## config.mk

```make
export PLATFORM = sky130hd
export DESIGN_NAME = io_port_master
export DESIGN_NICKNAME = d
export VERILOG_FILES = /design/src/rtl/io_port_master.sv
export SDC_FILE = /design/constraint.sdc
export NUM_CORES = 1
export LEC_CHECK = 0
export ABC_AREA = 1
export CORE_ASPECT_RATIO = 0.9
export CORE_MARGIN = 2
export CORE_UTILIZATION = 40
export CTS_CLUSTER_DIAMETER = 40
export DETAILED_ROUTE_END_ITERATION = 12
export GPL_TIMING_DRIVEN = 0
export PLACE_DENSITY = 0.8
export SYNTH_ARGS = -nofsm -noshare
export SYNTH_HDL_FRONTEND = slang
export SYNTH_SLANG_ARGS = --single-unit
```

## constraint.sdc

```tcl
create_clock -name clk -period 1.59 [get_ports clk]
set_input_delay 0.318 -clock clk [delete_from_list [all_inputs] [get_ports clk]]
set_output_delay 0.318 -clock clk [all_outputs]
set_load 0.02 [all_outputs]
```

## src/rtl/io_port_master.sv

```systemverilog
// io_port_master: valid/ready request initiator for the port bus, with automatic
// status-port read on a rising interrupt edge.
module io_port_master #(
    parameter int ADDR_W = 8,
    parameter int DATA_W = 8,
    parameter int SETUP_CYC = 1,
    parameter int HOLD_CYC = 1,
    parameter logic [ADDR_W-1:0] IRQ_ADDR = '0
) (
    input  logic              clk,
    input  logic              rst,
    input  logic              req_valid,
    output logic              req_ready,
    input  logic              req_write,
    input  logic [ADDR_W-1:0] req_addr,
    input  logic [DATA_W-1:0] req_wdata,
    output logic              rsp_valid,
    output logic [DATA_W-1:0] rsp_rdata,
    output logic [ADDR_W-1:0] port_id,
    output logic [DATA_W-1:0] port_in,
    input  logic [DATA_W-1:0] port_out,
    output logic              wen,
    output logic              ren,
    input  logic              interrupt,
    output logic              irq_valid,
    output logic [DATA_W-1:0] irq_data,
    input  logic              irq_ack
);
    typedef enum logic [1:0] {IDLE, SETUP, STROBE, HOLD} state_t;
    state_t st, st_n;
    logic [3:0] cnt, cnt_n;
    logic wr, wr_n, auto, auto_n, pend, pend_n, int_q, start_irq;
    logic ready_n, wen_n, ren_n, rsp_n, irqv_n;
    logic [ADDR_W-1:0] id_n;
    logic [DATA_W-1:0] pin_n, rdata_n, irqd_n;

    always_ff @(posedge clk or negedge rst) begin
        if (!rst) begin
            st <= IDLE;
            cnt <= '0;
            wr <= 1'b0;
            auto <= 1'b0;
            pend <= 1'b0;
            int_q <= 1'b0;
            req_ready <= 1'b0;
            rsp_valid <= 1'b0;
            rsp_rdata <= '0;
            port_id <= '0;
            port_in <= '0;
            wen <= 1'b0;
            ren <= 1'b0;
            irq_valid <= 1'b0;
            irq_data <= '0;
        end else begin
            st <= st_n;
            cnt <= cnt_n;
            wr <= wr_n;
            auto <= auto_n;
            pend <= pend_n;
            int_q <= interrupt;
            req_ready <= ready_n;
            rsp_valid <= rsp_n;
            rsp_rdata <= rdata_n;
            port_id <= id_n;
            port_in <= pin_n;
            wen <= wen_n;
            ren <= ren_n;
            irq_valid <= irqv_n;
            irq_data <= irqd_n;
        end
    end

    // Every output is computed here one cycle ahead and registered above.
    always_comb begin
        st_n = st;
        cnt_n = cnt;
        wr_n = wr;
        auto_n = auto;
        id_n = port_id;
        pin_n = port_in;
        wen_n = 1'b0;
        ren_n = 1'b0;
        rsp_n = 1'b0;
        rdata_n = rsp_rdata;
        irqv_n = irq_valid & ~irq_ack;
        irqd_n = irq_data;
        start_irq = 1'b0;
        case (st)
            IDLE: begin
                if (pend && !irq_valid) begin
                    start_irq = 1'b1;
                    auto_n = 1'b1;
                    wr_n = 1'b0;
                    id_n = IRQ_ADDR;
                    pin_n = '0;
                    cnt_n = 4'(SETUP_CYC - 1);
                    st_n = SETUP;
                end else if (req_valid && req_ready) begin
                    auto_n = 1'b0;
                    wr_n = req_write;
                    id_n = req_addr;
                    pin_n = req_write ? req_wdata : '0;
                    cnt_n = 4'(SETUP_CYC - 1);
                    st_n = SETUP;
                end
            end
            SETUP: begin
                st_n = (cnt == 4'd0) ? STROBE : SETUP;
                cnt_n = cnt - 4'd1;
                wen_n = (cnt == 4'd0) & wr;
                ren_n = (cnt == 4'd0) & ~wr;
            end
            STROBE: begin
                st_n = HOLD;
                cnt_n = 4'(HOLD_CYC - 1);
            end
            default: begin
                cnt_n = cnt - 4'd1;
                if (cnt == 4'd0) begin
                    st_n = IDLE;
                    id_n = '0;
                    pin_n = '0;
                    irqv_n = auto | irqv_n;
                    irqd_n = auto ? port_out : irq_data;
                    rsp_n = ~auto;
                    rdata_n = auto ? rsp_rdata : (wr ? '0 : port_out);
                end
            end
        endcase
    end

    // Pending interrupt is one deep; it is consumed when its auto-read starts.
    assign pend_n = (interrupt & ~int_q) | (pend & ~start_irq);
    assign ready_n = (st_n == IDLE) & ~pend_n;
endmodule

```

# Yosys cells after proc, flatten, opt, wreduce, memory -nomap -nowiden
# Cells that the tools add are included.
# Widths: inputs -> output; s select.
# classes
addsub	1
bitwise	16
reduce_logical	14
n_eq_ne	3
n_mux	29
# op_table
cell	count
$mux 8	7
$pmux 8 s2	2
$mux 1	12
$reduce_and 3->1	3
$mux 2	4
$mux 4	2
$not 1->1	8
$pmux 4 s2	1
$and 1x1->1	6
$pmux 2 s3	1
$logic_not 2->1	2
$logic_not 4->1	1
$reduce_bool 2->1	2
$sub 4x1->4 const B	1
$ne 3x3->1 const B	1
$reduce_or 3->1	1
$eq 2x1->1 const B	1
$eq 2x2->1 const B	1
$logic_and 1x1->1	2
$or 1x1->1	2
$reduce_and 2->1	1
$reduce_or 2->1	1
$logic_not 1->1	1
# totals
reg_bits	47
input_bits	30
out_inout_bits	37
word_cells	78

# Logic depth before layout (Yosys ltp)
# depth
ltp_word	9
depth_mapped	10
depth_no_buf	9

# Worst setup path after synthesis
# No wires, ideal clock.
# synth_path
path_kind	register to register
startpoint	reg st[0]
endpoint	reg port_id[0]
path_stages_with_launch	9
arrival_ps	1396
path_buffers	2
synth_period_minus_slack_ps	1522
setup_ps	126
slack_ps	68
required_time_ps	1464
cell_sequence	dfrtp_1 > inv_1 > ha_1 > buf_2 > nand3_1 > nand3_2 > buf_2 > nand2_1 > o21ai_0
# synth_between
elab_chain_cells	4
word_cells_on_any_way	9
cone_classes	eq/ne: 3; mux: 1; bitwise: 1; reduce/logical: 4
# synth_rtl
item	line_no	rtl
from (decl)	30	state_t st, st_n;
from (signal assigned)	55	st <= st_n;
$eq 2x2->1 or $eq 2x1->1 (tied branches)	88	case (st)
$reduce_or 2->1 (no source line)	n/a	
$not 1->1 (no source line)	n/a	
$reduce_and 3->1 (no source line)	n/a	
to (signal assigned)	64	port_id <= id_n;
to (decl)	19	output logic [ADDR_W-1:0] port_id,
# Several ways; a longest one is shown, not always the timed one.
# A chain may end at the register's enable or synchronous reset.

# Worst setup path in the final report
# layout_path
startpoint	reg wen
endpoint	out wen
# layout_lines
item	line_no	rtl
from (decl)	22	output logic wen,
from (signal assigned)	66	wen <= wen_n;
# No word-level cell between the ends.

==> results.json <==
{
  "wl_per_cell_um": 12.8,
  "grt_max_degree": 37,
  "worstSetupPathType": "register to primary output",
  "finalSetupViolCount": 0,
  "grt_usage_pct": 17.3,
  "timing.critical_path.to_type": "primary output",
  "dieHeight_um": 71.6,
  "grt_use_met3_pct": 4.16,
  "via_count": 1748,
  "min_period_ns": 1.55,
  "path_buf_inv": 1,
  "grt.met2_usage_pct": 27.6,
  "synthesis.nets": 257,
  "dieArea_um2": 5660,
  "max-cap-violations": 0,
  "htreeDepth": 2,
  "async_flop_share_pct": 100,
  "first_pass_iters": 4,
  "hold_viol": 0,
  "synth_cell_types": 26,
  "power_density_nw_per_um2": 1980,
  "cp_top_family": "buffers and inverters",
  "pwr-share-clk_pct": 16.6,
  "leakage_nw": 1.74,
  "viasPerCell": 4.74,
  "diodes": 0,
  "synth-seq-cells": 47,
  "postSynthCellCount": 222,
  "finClkSkew_ns": 0.0119,
  "drc": 0,
  "postLayoutCellArea_um2": 3070,
  "yosys.area.top_type_share_pct": 58.0,
  "clock.fmax_ghz": 0.647,
  "comb_power_share_pct": 49.9,
  "clkSinkCount": 47,
  "syn-cell-area_um2": 2030,
  "initial_core_util_pct": 41.7,
  "cp_cell_sequence": "clkdlybuf4s50_1",
  "internal_power_mw": 3.62,
  "slew_violations": 0,
  "run_status": "finished clean",
  "placed_cells": 354,
  "grt_pass1_vias": 1666,
  "yosysMostFrequentCell": "nand2_1",
  "ys_warn_count": 0,
  "synth_common_cells": "nand2_1, dfrtp_1, inv_1",
  "period_share_pct": 97.2,
  "hold_path.class": "input port to async pin",
  "synth-edff-count": 0,
  "swShare_pct": 40.6,
  "cp_slowest_stage_delay_ns": 0.61,
  "antenna_found_initial": 0,
  "slowest_stage": "clkdlybuf4s50_1",
  "ant_nets": 0,
  "avgSynthCellArea_um2": 9.14,
  "synth_seq_area_share_pct": 58.0,
  "fin_ws_ns": 0.0437,
  "grt_pass1_wl_mm": 7.58,
  "top_usage_layer": "met2",
  "cts_buffers": 5,
  "die_width_um": 79.1,
  "start_kind": "register",
  "crit_fanout": 1,
  "syn2layout_area_growth_pct": 51.3,
  "synth.area.top_cells": "dfrtp_1, nand2_1, o21ai_0, inv_1, nand3_1",
  "critical_path_arrival_ns": 1.23,
  "use_met1_pct": 23.2,
  "hpwl_mm": 3.33,
  "synth_top_cell_by_area": "dfrtp_1",
  "core.rowCount": 24,
  "place.gp.congestion": 0.768,
  "p_sw_mw": 2.47,
  "drtIter0Drc": 80,
  "placed_area_um2": 2790,
  "final_nets": 338,
  "core_um2": 4860,
  "clk_pin_slew_ns": 0.08,
  "relSlewSlack_pct": 78.1,
  "routed_wirelength_mm": 4.71,
  "ys.flop_type": "dfrtp_1",
  "worst_pin_slew_ns": 0.327,
  "fin_tns_setup_ns": 0,
  "io_buffer_count": 66,
  "peakVddDrop_mv": 1.12,
  "io_pins": 67,
  "pre_cts_ws_ns": -0.228,
  "cts_root_buf": "clkbuf_8",
  "cts_buffer_depth": 2,
  "drive_gt1_share_pct": 12.8,
  "fin_cells": 369,
  "grt_remaining_overflow": 0,
  "cts_tree": "built",
  "clk_latency_ns": 0.30,
  "cp.required_ns": 1.27,
  "p_seq_share_pct": 33.5
}
==> state kept, by name, summed over array words and instances (netlist names), 2 cells and up <==
register / cells
port_in: 8
port_id: 8
cnt: 4
irq_data: 8
st: 2
rsp_rdata: 8
==> layout make-up <==
cell class	count	area [µm²]
buffer	6	57.6
clock buffer	6	72.6
clock inverter	2	60.1
fill	394	1800
inverter	32	120
multi-input combinational	136	734
sequential	47	1180
tap	65	81.3
timing repair buffer	75	766
==> cells in the final DEF, fill, tap and decap left out, types with 3 or more instances in the layout <==
cell type / count
a21oi_1: 3
buf_4: 8
buf_6: 4
clkbuf_8: 5
clkdlybuf4s50_1: 30
dfrtp_1: 46
dlygate4sd2_1: 16
dlymetal6s2s_1: 19
ha_1: 4
inv_1: 29
nand2_1: 54
nand2_2: 3
nand3_1: 13
nor2_1: 9
o21ai_0: 26
o21ai_1: 9
==> cells by family after synthesis <==
group,Yosys count,synth area share [%]
flip-flops,47,58.0
AO/OA/AOI/OAI,42,11.0
adder cells (fa/ha/maj),5,3.08
AND/OR/NAND/NOR,89,20.0
buffers and inverters,39,7.96
==> power by group through the flow <==
| stage | clock [mW] | sequential [mW] | combinational [mW] |
|---|---|---|---|
| final | 1.01 | 2.04 | 3.04 |
| after global routing | 1.09 | 2.12 | 3.34 |
| after CTS | 1.03 | 2.05 | 2.90 |
| after detailed placement | 0 | 2.07 | 2.92 |
| after global placement | 0 | 2.06 | 2.83 |
| after floorplan | 0 | 2.56 | 1.15 |
==> per-stage QoR <==
stage	util, %	hold WS (ns)	total power [mW]
after floorplan	-	0.0224	3.71
after global placement	56.9	0.418	4.90
after detailed placement	57.3	0.214	4.99
after CTS	60.8	0.418	5.98
after global routing	63.1	0.449	6.54
final	63.1	0.427	6.09
==> layer usage <==
metal,wire length [µm],vias to the layer above
li1,-,872
met1,2200,807
met2,2130,61
met3,315,8
met4,70,0
met5,0,-
==> timing repair <==
| item | 4_1_cts | 5_1_grt |
|---|---|---|
| hold endpoints to repair | 11 | 0 |
| pin swaps | 1 | 1 |
| resized for setup | 25 | 34 |
| hold buffers | 1 | 0 |
| setup buffers | 3 | 4 |
| setup endpoints to repair | 43 | 50 |
==> path summary, 6_finish.rpt <==
| kind | startpoint | end | slack, ns | depth (start not counted) |
|---|---|---|---|---|
| worst max-delay path | wen | wen | 0.04 | 1 |
| worst min-delay path | rst | port_id[0] | 0.43 | 2 |
| worst max register to register | st[0] | req_ready | 0.06 | 9 |
| worst min register to register | wr | ren | 0.45 | 1 |
| max in group asynchronous | rst | st[0] | 0.67 | 3 |
| min in group clk | wr | ren | 0.45 | 1 |
No activity file was read; power rests on OpenSTA's default activity.
